<file path="config.mk">
export PLATFORM = sky130hd
export DESIGN_NAME = divisor_freq_param
export DESIGN_NICKNAME = d
export VERILOG_FILES = /design/src/rtl/divisor_freq_param.sv
export SDC_FILE = /design/constraint.sdc
export NUM_CORES = 1
export LEC_CHECK = 0
export BUFFER_PORTS_ARGS = -buffer_cell sky130_fd_sc_hd__buf_2
export CORE_UTILIZATION = 51
export DETAILED_ROUTE_END_ITERATION = 8
export PLACE_DENSITY_LB_ADDON = 0.2
export SYNTH_ARGS = -nofsm -noshare
export SYNTH_HDL_FRONTEND = slang
export SYNTH_SLANG_ARGS = --single-unit
</file>
<file path="constraint.sdc">
create_clock -name CLK_50 -period 6.4 [get_ports CLK_50]
set_input_delay 0.64 -clock CLK_50 [delete_from_list [all_inputs] [get_ports CLK_50]]
set_output_delay 0.64 -clock CLK_50 [all_outputs]
set_load 0.005 [all_outputs]
</file>
<file path="src/rtl/divisor_freq_param.sv">
// Programmable clock-enable divider: CLK_1/TICK fire on each terminal count of cnt against div_q.
// Outputs registered (one edge after the terminal compare); no backpressure, ratio changes land on period boundaries.
module divisor_freq_param #(
  parameter int unsigned WIDTH       = 26,
  parameter int unsigned DEFAULT_DIV = 1
) (
  input  logic             CLK_50,
  input  logic             RST,
  input  logic [WIDTH-1:0] DIV,
  input  logic             DIV_LOAD,
  input  logic             MODE,
  input  logic             RUN,
  input  logic             STEP,
  output logic             CLK_1,
  output logic             TICK,
  output logic             PEND
);

  localparam logic [WIDTH-1:0] DEF_DIV = WIDTH'(DEFAULT_DIV);
  localparam logic [WIDTH-1:0] ONE     = {{(WIDTH-1){1'b0}}, 1'b1};

  logic [WIDTH-1:0] cnt_q, cnt_d;
  logic [WIDTH-1:0] div_q, div_d;
  logic [WIDTH-1:0] div_p_q, div_p_d;
  logic             pend_q, pend_d;
  logic             mode_q, mode_d;
  logic             step_q, step_d;
  logic             clk1_q, clk1_d;
  logic             tick_q, tick_d;
  logic             step_rise;
  logic             term;

  // STEP is only honoured while halted; its history is tracked regardless.
  assign step_rise = ~RUN & STEP & ~step_q;
  assign term      = (RUN & (cnt_q == div_q)) | step_rise;

  always_comb begin
    cnt_d   = cnt_q;
    div_d   = div_q;
    div_p_d = div_p_q;
    pend_d  = pend_q;
    mode_d  = mode_q;
    step_d  = STEP;
    clk1_d  = clk1_q;
    tick_d  = 1'b0;

    if (term) begin
      cnt_d  = '0;
      tick_d = 1'b1;
      mode_d = MODE;
      clk1_d = MODE ? ~clk1_q : 1'b1;
      if (pend_q) begin
        div_d  = div_p_q;
        pend_d = 1'b0;
      end
    end else begin
      if (RUN) begin
        cnt_d = cnt_q + ONE;
      end
      if (!mode_q) begin
        clk1_d = 1'b0;
      end
    end

    // A load either takes effect now (halted, or coinciding with a terminal event) or waits as pending.
    if (DIV_LOAD) begin
      div_p_d = DIV;
      if (!RUN) begin
        div_d  = DIV;
        cnt_d  = '0;
        pend_d = 1'b0;
      end else if (term) begin
        div_d  = DIV;
        pend_d = 1'b0;
      end else begin
        pend_d = 1'b1;
      end
    end
  end

  always_ff @(posedge CLK_50 or posedge RST) begin
    if (RST) begin
      cnt_q   <= '0;
      div_q   <= DEF_DIV;
      div_p_q <= '0;
      pend_q  <= 1'b0;
      mode_q  <= 1'b0;
      step_q  <= 1'b0;
      clk1_q  <= 1'b0;
      tick_q  <= 1'b0;
    end else begin
      cnt_q   <= cnt_d;
      div_q   <= div_d;
      div_p_q <= div_p_d;
      pend_q  <= pend_d;
      mode_q  <= mode_d;
      step_q  <= step_d;
      clk1_q  <= clk1_d;
      tick_q  <= tick_d;
    end
  end

  assign CLK_1 = clk1_q;
  assign TICK  = tick_q;
  assign PEND  = pend_q;

endmodule

</file>
# Word level (Yosys, flattened, before mapping)
# Cells that the tools add are included.
# word_totals
output_inout_bits	3
word_cells	36
register_bits	83
input_bits	32
# op_classes
n_reduce_logical	1
mux	17
eq_ne	2
bitwise	7
addsub	1
# op_table
cell	n
$mux W26	9
$add A26 B1 Y26 const B	1
$eq A26 B26 Y1	1
$mux W1	8
$and A1 B1 Y1	3
$not A1 Y1	3
$ne A2 B1 Y1 const B	1
$reduce_bool A2 Y1	1
$or A1 B1 Y1	1

# Longest topological paths before layout
# Gate-level depths: netlist of run 1.
# depth
ltp_word	8
ltp_mapped	8
depth_no_buf	6

# Worst setup path after synthesis of run 1
# No wires, ideal clock.
# synth_path
kind	input-to-reg
start	input port RUN
end	register with a tool-made name
t_required_ns	6.274
setup_slack_ns	3.804
path_buffers	3
setup_time_ns	0.126
stages	7
t_arrival_ns	2.470
path_cell_list	clkbuf_1 nand4_1 or4_4 o41a_1 buf_6 buf_6 a221o_1
# synth_lines
item	line_no	rtl
start: declaration	12	input logic RUN,

==> results by group, run 1 <==
Finish
  • Commonest non-fill, non-tap cell in the layout: dfrtp_1
  • Filler cells: ~700
  • Layout area overhead: 8.912%
  • Final instance area: between 4000 and 5000 um^2
  • Fin nets: approximately 450
  • N_diodes: 0
  • Share of cells above drive strength 1: roughly 21%
  • Commonest non-fill, non-tap cells in the layout: 82 x dfrtp_1, 36 x nand3_1, 34 x xor2_1, 34 x buf_2, 32 x nor2_1

CTS
  • Post-CTS resize count: 0
  • Clk Latency, worst-skew pair: between 0.3 and 0.4 ns
  • H-tree Lvls: 3
  • CTS tree: done
  • Root Buffer: clkbuf_8
  • Clock-pin slew on the worst setup and hold paths: around 0.080 ns
  • Setup Fix Bufs, Post-CTS: 0
  • Max clock buf depth: 2
  • Hold-fix buffers, CTS: 0
  • Inserted Clock Buffers: 9
  • Clock Sinks: 83

Detailed routing
  • First DRT Iteration DRCs: 191
  • Via density: 6.305
  • TritonRoute pass-1 iters: 5
  • Detail Route Antenna Nets: 0
  • DRC viols: 0
  • Routed wire per std cell: between 15 and 20 um
  • Detailed Route WL: between 10 and 15 mm
  • Via Count: roughly 3300

Worst setup path
  • CP cell instances: buf_2, nor2b_2, nor2b_2, a22oi_1, o31ai_1, a221o_1
  • WP buf/inv: 1
  • Crit end category: flip-flop
  • Worst setup SP type: primary input
  • Crit Path Max Fanout: 30
  • Critical path's top delay family: simple AND/OR/NAND/NOR gates
  • Crit-path max cell delay: 1.08 ns
  • Critical path class: in2reg
  • CP required: about 6.7 ns
  • Slowest cell on the critical path: nor2b_2
  • CP arrival: approximately 3.6 ns
  • CP dominant cell by count: nor2b_2

Yosys
  • Syn. warnings: 0
  • Synth Area per Inst: 10.92 um^2
  • Syn Nets: between 400 and 500
  • Top cells by area, synth: dfrtp_1 47%, mux2_2 7.0%, xor2_1 6.9%
  • Seq cells post-synth: 83
  • Cell accounting for the most synthesized area: dfrtp_1
  • Gate Count Post-Synth: a little under 400
  • Synthesized area: between 4000 and 5000 um^2
  • Sequential share of the synthesized area: 48.06%
  • Netlist cell types: 33
  • Yosys top cell area share: between 40% and 50%

Place
  • Port-buffer cells: 34
  • Area post-placement: 4528 um^2
  • DP Wirelength: ~6.7 mm
  • Gpl congestion: approximately 0.76

Flow run
  • Max-Cap Viols: 0

Power and ir drop
  • Cell internal pwr: roughly 800 uW
  • Sw Share: approximately 28%
  • Gate power share: between 10% and 20%
  • Peak supply drop: between 0.15 and 0.2 mV
  • NetSw: roughly 320 uW
  • Clock power share: roughly 31%
  • Reg power frac: 54.5%
  • Leakage power: 1.976 nW
  • Power density over the cells: 241.0 nW/um^2

STA
  • Number of hold violations in the final report: 0
  • Relative slew slack: about a fifth
  • Slew of the pin with the lowest slew margin: about 1.2 ns
  • Clock Skew: between 0.005 and 0.006 ns
  • Final min period: approximately 3.3 ns
  • Pins over their slew limit: 0
  • RSZ-0062 raised after global routing: false
  • TNS Setup: 0 ns
  • Setup violators final: 0
  • Fmax: 302.3 MHz
  • Period utilization: around 52%

Floorplanning
  • I/O Pins: 35
  • Die H: roughly 94 um
  • Initial Utilization: between 50% and 60%
  • Die width: ~94 um
  • Rows: 33
  • Core area: approximately 8200 um^2
  • Die ar.: roughly 8900 um^2

Min path
  • Hold crit path type: in2reg

Global routing
  • Antenna violations before repair: 0
  • Vias in the first global route: 3296
  • First-pass GRT wire length: approximately 17 mm
  • Largest net degree at the start of global routing: between 80 and 90
  • Total gr overflow: 0
  • GR Util All Layers: 25.60%

Run status
  • Status: completed
-- power by group through the flow --
stage | registers, mW | logic [mW] | clock network [mW]
6_report | 0.618 | 0.170 | 0.347
5_1_grt | 0.624 | 0.189 | 0.379
4_1_cts | 0.618 | 0.170 | 0.356
3_5_place_dp | 0.628 | 0.170 | 0
3_3_place_gp | 0.626 | 0.164 | 0
2_1_floorplan | 0.610 | 0.131 | 0
-- cell type report --
class	instances	area (um^2)	area share, %
Tap cell	105	131.4	2.790
Clock buffer	13	158.9	3.374
Multi-Input combinational cell	277	2095	44.47
Timing Repair Buffer	39	207.7	4.410
Clock inverter	3	22.52	0.4782
Sequential cell	83	2078	44.13
Inverter	4	16.27	0.3454
-- cell usage after synthesis, drive strengths merged --
cell    instances
xor2           34
o41a            1
and4            2
ha              1
or2             1
or4             1
nand3          36
a22oi          26
o31ai          26
clkbuf         24
buf             8
xnor2          17
or3             1
nor2           32
nand4          17
and2            3
mux2i           2
o311ai          1
nor2b           3
a221o          26
o31a            1
nor3            2
mux2           27
dfrtp          82
nand2           6
and3            6
inv             4
nor4            3
a31oi           1
or3b            1
dfstp           1
-- kinds of logic (layout without fill, tap and decap cells) --
logic type                 after synthesis  in the layout  share of synthesized area (%)
DFF                                     83             83                          48.06
xor gates and xnor gates                51             51                          10.33
adders and majority gates                1              1                         0.2893
AOI/OAI and AO/OA                       82             82                          16.26
muxes                                   29             29                          7.494
and+or+nand+nor                        114            114                          13.63
buffers and inverters                   36             59                          3.935
-- final timing paths --
path | start | end | slack, ns | cells past startpoint
worst min-delay path | STEP | step_q$_DFF_PP0_ | 0.45 | 1
worst max register to register | cnt_q[6]$_DFF_PP0_ | flip-flop | 3.22 | 5
max in group asynchronous | RST | asynchronous set/reset pin | 5.13 | 3
worst min register to register | mode_q$_DFFE_PP0N_ | mode_q$_DFFE_PP0N_ | 0.52 | 1
min in group asynchronous | RST | cnt_q[25]$_DFF_PP0_ | 0.62 | 3
worst max-delay path | DIV_LOAD | flip-flop | 3.09 | 6
-- through the flow --
stage               hold WS (ns)  worst slack [ns]  std cells  total power [mW]  utilization [%]
floorplan                 0.4792             3.625        396            0.7411                -
global placement          0.4869             2.937        508            0.7907            55.11
detailed placement        0.4985             2.839        508            0.7975            55.11
CTS                       0.4272             3.164        524             1.144            57.32
global route              0.4272             2.878        524             1.192            57.32
finish                    0.4499             3.092        524             1.135            57.32
-- layer usage --
layer  vias to the layer above  share of wire [%]  track usage [%]
li1                       1522                  -                -
met1                      1634                 43            34.48
met2                       129                 47            39.54
met3                        19                7.2            6.392
met4                         0                2.1            10.00
met5                         -                  0                0
Note: power is estimated with default switching activity, not from simulation.
==> run 2, diff against run 1 <==
Clock period 6.4 ns to 2.85 ns, I/O delays scaled along.
==> run 2 against run 1 <==
Compared with the run above: critical path depth unchanged; clock power rose to 2.6 times the previous value; clock skew up 0.0015 ns; worst hold slack worse by 0.38 ns; worst setup slack worse by 2.8 ns; highest routed layer unchanged.
==> results by group, run 2 (synthesized netlist as in run 1, its figures left out) <==
Run status
  • Status: completed

Global routing
  • Vias in the first global route: 3368
  • Met1 Usage GRT: approximately 36%
  • GR Util All Layers: around a quarter
  • Grt peak-use layer: met2
  • Total gr overflow: 0
  • Antenna violations before repair: 0
  • Met2 usage: 39.60%
  • GR Util met3: approximately 5%
  • First-pass GRT wire length: around 17 mm
  • Largest net degree at the start of global routing: 57

Power and ir drop
  • Leakage power: between 2 and 2.5 nW
  • NetSw: approximately 730 uW
  • Clock power share: about a third
  • Sw Share: approximately 27%
  • Peak supply drop: between 0.3 and 0.4 mV
  • Gate power share: 14.5%
  • Power density over the cells: about 560 nW/um^2
  • Cell internal pwr: 1.966 mW
  • Reg power frac: around half

Worst setup path
  • Crit end category: flip-flop
  • Worst reg-to-reg setup slack: 0.34 ns
  • Crit Path Max Fanout: 26
  • Worst Setup SP: cnt_q[2]$_DFF_PP0_
  • CP cell instances: xnor2_1, nand4_1, or4_4, o41a_1, buf_4, a221o_1
  • CP arrival: about 2.7 ns
  • Worst flop-to-flop path startpoint: cnt_q[2]$_DFF_PP0_
  • Cell depth of the worst flop-to-flop path: 6
  • Crit-path max cell delay: roughly 0.53 ns
  • CP Depth: 6
  • Critical path class: reg2reg
  • Slowest cell on the critical path: or4_4
  • Critical path's top delay family: compound AO/OA/AOI/OAI gates
  • WP buf/inv: 1
  • CP required: about 3.1 ns
  • Worst setup SP type: flip-flop

STA
  • Period utilization: 88.21%
  • Relative slew slack: 36.21%
  • Hold_ws: roughly 0.066 ns
  • Fmax: slightly below 400 MHz
  • Slew of the pin with the lowest slew margin: 0.9558 ns
  • RSZ-0062 raised after global routing: false
  • TNS Setup: 0 ns
  • Clock Skew: 0.007180 ns
  • Final min period: between 2 and 3 ns
  • Setup violators final: 0
  • Number of hold violations in the final report: 0
  • Pins over their slew limit: 0

Floorplanning
  • I/O Pins: 35
  • Die H: between 90 and 100 um
  • Rows: 33
  • Die ar.: approximately 8900 um^2
  • Initial Utilization: between 50% and 60%
  • Die width: 94.08 um
  • Core area: between 8000 and 9000 um^2

Detailed routing
  • DRC viols: 0
  • Detail Route Antenna Nets: 0
  • Detailed Route WL: about 10 mm
  • First DRT Iteration DRCs: 232
  • Via density: approximately 6.2
  • Via Count: 3338
  • TritonRoute pass-1 iters: 4
  • Routed wire per std cell: around 19 um

CTS
  • Post-CTS resize count: 0
  • H-tree Lvls: 3
  • Clock-pin slew on the worst setup and hold paths: 0.08 ns
  • Max clock buf depth: 2
  • Clk Latency, worst-skew pair: ~0.35 ns
  • Root Buffer: clkbuf_8
  • Setup Fix Bufs, Post-CTS: 0
  • CTS tree: done
  • Inserted Clock Buffers: 9
  • Hold-fix buffers, CTS: 0
  • Clock Sinks: 83

Place
  • Port-buffer cells: 34
  • Area post-placement: 4611 um^2
  • Placed cells: 519
  • DP Wirelength: around 6.7 mm
  • Gpl congestion: 0.8153

Finish
  • Post-Layout Cell Count: 535
  • Fin nets: roughly 460
  • N_diodes: 0
  • Share of cells above drive strength 1: 23.26%
  • Commonest non-fill, non-tap cell in the layout: dfrtp_1
  • Layout area overhead: 11.49%
  • Final instance area: between 4000 and 5000 um^2
  • Commonest non-fill, non-tap cells in the layout: 82 x dfrtp_1, 36 x nand3_1, 34 x xor2_1, 34 x buf_2, 32 x nor2_1

Flow run
  • Max-Cap Viols: 0

Min path
  • Hold crit path type: in2reg
  • Hold path start: STEP
[run 2: how the worst min path moves through the flow]
stage / endpoint / slack, ns / depth (start not counted)
6_report: step_q$_DFF_PP0_ / 0.07 / 1
5_1_grt: step_q$_DFF_PP0_ / 0.05 / 1
4_1_cts: step_q$_DFF_PP0_ / 0.05 / 1
3_5_place_dp: step_q$_DFF_PP0_ / 0.43 / 1
3_3_place_gp: step_q$_DFF_PP0_ / 0.43 / 1
2_1_floorplan: step_q$_DFF_PP0_ / 0.32 / 0
[run 2: metal layers]
layer | vias up | routed length [um]
li1 | 1540 | -
met1 | 1679 | 4531
met2 | 106 | 4814
met3 | 13 | 546
met4 | 0 | 178
met5 | - | 0
[run 2: per-stage QoR]
step	total power [mW]	setup slack (ns)	utilization (%)
5_1_grt	2.819	0.2226	58.67
4_1_cts	2.710	0.3507	58.67
2_1_floorplan	1.664	0.4299	-
3_3_place_gp	1.781	0.3912	56.11
3_5_place_dp	1.797	0.3872	56.11
6_report	2.691	0.3361	58.67
[run 2: worst register-to-register path, stage by stage (launching register included)]
cell,delay (ns)
dfrtp_1,0.46
xnor2_1,0.22
nand4_1,0.14
or4_4,0.53
o41a_1,0.42
buf_4,0.23
a221o_1,0.38
[run 2: power by group through the flow]
stage	sequential, mW	combinational (mW)	clock (mW)
after CTS	1.39	0.392	0.932
after floorplan	1.37	0.294	0
after detailed placement	1.41	0.389	0
after global placement	1.40	0.376	0
final	1.39	0.390	0.915
after global routing	1.40	0.432	0.988
[run 2: final cells by class]
| cell class | instances | area (um^2) |
|---|---|---|
| Sequential cell | 83 | 2078 |
| Inverter | 4 | 16.27 |
| Fill cell | 687 | 3396 |
| Timing Repair Buffer | 50 | 290.3 |
| Tap cell | 105 | 131.4 |
| Clock inverter | 4 | 75.07 |
| Clock buffer | 12 | 135.1 |
| Multi-Input combinational cell | 277 | 2095 |
==> run 3, diff against run 2 <==
Settings changed: BUFFER_PORTS_ARGS -buffer_cell sky130_fd_sc_hd__buf_2 to default, DONT_BUFFER_PORTS from default to 1.
==> run 3 against run 2 <==
Compared with the run above: sequential share of layout area is 1.5 points higher; first-iteration DRC count shrank 32%; die area did not move.
==> results by group, run 3 (synthesized netlist as in run 1, its figures left out) <==
Finish
  • Filler cells: between 700 and 800
  • Fin nets: 423
  • Commonest non-fill, non-tap cells in the layout: 82 x dfrtp_1, 36 x nand3_1, 34 x xor2_1, 31 x nor2_1, 27 x mux2_2
  • N_diodes: 0
  • Layout area overhead: 7.668%
  • Share of cells above drive strength 1: around 17%
  • Area of the multi-input gates: about 2100 um^2
  • FF+latch area: ~2100 um^2
  • Commonest non-fill, non-tap cell in the layout: dfrtp_1
  • Final instance area: 4656 um^2

Power and ir drop
  • Leakage power: 1.901 nW
  • Power density over the cells: roughly 550 nW/um^2
  • Total power: between 2 and 3 mW
  • Peak supply drop: roughly 0.31 mV

Worst setup path
  • Crit end category: flip-flop
  • Critical path's top delay family: simple AND/OR/NAND/NOR gates
  • CP required: roughly 3.1 ns
  • CP arrival: between 2 and 3 ns
  • Critical path class: reg2reg
  • Crit-path max cell delay: 0.53 ns
  • Slowest cell on the critical path: or4_4
  • Worst setup SP type: flip-flop
  • WP buf/inv: 2
  • Worst Setup SP: cnt_q[2]$_DFF_PP0_
  • Cell depth of the worst flop-to-flop path: 7
  • Crit Path Max Fanout: 29
  • CP Depth: 7
  • Worst flop-to-flop path startpoint: cnt_q[2]$_DFF_PP0_
  • CP cell instances: xnor2_1, nand4_1, or4_4, buf_4, nor4_4, buf_4, a221o_1
  • Worst reg-to-reg setup slack: ~0.33 ns
  • CP dominant cell by count: buf_4

Global routing
  • Largest net degree at the start of global routing: 58
  • Vias in the first global route: just under 3000
  • Total gr overflow: 0
  • Antenna violations before repair: 0
  • GR Util All Layers: between 20% and 30%
  • First-pass GRT wire length: about 16 mm

Detailed routing
  • Routed wire per std cell: 19.56 um
  • First DRT Iteration DRCs: about 160
  • Via density: approximately 6.3
  • Detail Route Antenna Nets: 0
  • TritonRoute pass-1 iters: 5
  • Via Count: between 3000 and 4000
  • Detailed Route WL: just under 10 mm
  • DRC viols: 0

CTS
  • Max clock buf depth: 2
  • Clock-pin slew on the worst setup and hold paths: roughly 0.090 ns
  • Clk Latency, worst-skew pair: ~0.36 ns
  • H-tree Lvls: 3
  • CTS tree: done
  • Post-CTS resize count: 0
  • Inserted Clock Buffers: 9
  • Root Buffer: clkbuf_8
  • Clock Sinks: 83

Place
  • DP Wirelength: ~6.6 mm
  • Area post-placement: ~4400 um^2
  • Gpl congestion: approximately 0.89
  • Port-buffer cells: 0
  • Dpl ws: 0.3728 ns

STA
  • Slew of the pin with the lowest slew margin: about 1.1 ns
  • Period utilization: between 80 and 90%
  • RSZ-0062 raised after global routing: false
  • Relative slew slack: around a quarter
  • Fmax: ~400 MHz
  • Pins over their slew limit: 0
  • Final min period: approximately 2.5 ns
  • Setup violators final: 0
  • TNS Setup: 0 ns
  • Number of hold violations in the final report: 0
  • Setup ws final: 0.3350 ns
  • Clock Skew: between 0.01 and 0.015 ns

Min path
  • Hold crit path type: in2reg

Flow run
  • Max-Cap Viols: 0

Floorplanning
  • Rows: 33
  • Die H: 94.08 um
  • I/O Pins: 35
  • Die width: 94.08 um
  • Initial Utilization: a little over half
  • Die ar.: 8851 um^2
  • Core area: just over 8000 um^2

Run status
  • Status: completed
## run 3: cell count changes in the layout (fill, tap and decap cells not counted), sizes merged
cell / before / now
clkbuf: 12 / 10
buf: 50 / 13
bufinv: 2 / 1
clkinv: 1 / 2
clkinvlp: 2 / 4
dlygate4sd3: 0 / 2
## run 3: metal layers
layer	share of wire (%)	global-route usage, %	wire length, um
met1	45	35.21	4439
met2	47	34.79	4615
met3	5.3	4.369	522
met4	2.1	9.872	206
met5	0	0	0
## run 3: worst reg2reg max path, delay by kind of cell (launching register included)
family	cells	cell delay, ns
AND/OR/NAND/NOR	3	0.95
buffers and inverters	2	0.60
flip-flops	1	0.46
XOR/XNOR	1	0.23
AO/OA/AOI/OAI	1	0.22
## run 3: how the worst min path moves through the flow
stage | from | end | cells past startpoint | slack [ns]
6_report | DIV[8] | flip-flop | 1 | 0.07
5_1_grt | DIV[7] | flip-flop | 1 | 0.05
4_1_cts | DIV[8] | flip-flop | 1 | 0.05
3_5_place_dp | RST | div_p_q[0]$_DFFE_PP0P_ | 1 | 0.21
3_3_place_gp | RST | div_p_q[0]$_DFFE_PP0P_ | 1 | 0.20
2_1_floorplan | STEP | step_q$_DFF_PP0_ | 0 | 0.32
## run 3: power by group
group          internal (mW)  total (mW)  leakage, nW  switching [mW]
clock                  0.427       0.853       0.0905           0.426
combinational          0.172       0.346        0.766           0.175
sequential              1.29        1.38         1.04          0.0993
total                   1.88        2.58         1.90           0.700
## run 3: metrics by stage
step           hold slack (ns)  instances  util (%)
6_report               0.06687        500     56.66
3_5_place_dp            0.2065        482     53.95
5_1_grt                0.04655        500     56.66
4_1_cts                0.05204        500     56.66
3_3_place_gp            0.2003        482     53.95
2_1_floorplan           0.3164        396         -
## run 3: layout make-up
cell class	instances	share of cell area (%)
Sequential cell	83	44.64
Multi-Input combinational cell	277	45.04
Inverter	4	0.3494
Clock buffer	10	2.956
Tap cell	105	2.822
Timing Repair Buffer	15	2.795
Clock inverter	6	1.397
## run 3: what timing repair did
item	in CTS	in global routing
hold buffers	2	0
buffers inserted	0	0
endpoints found under the hold margin	26	0
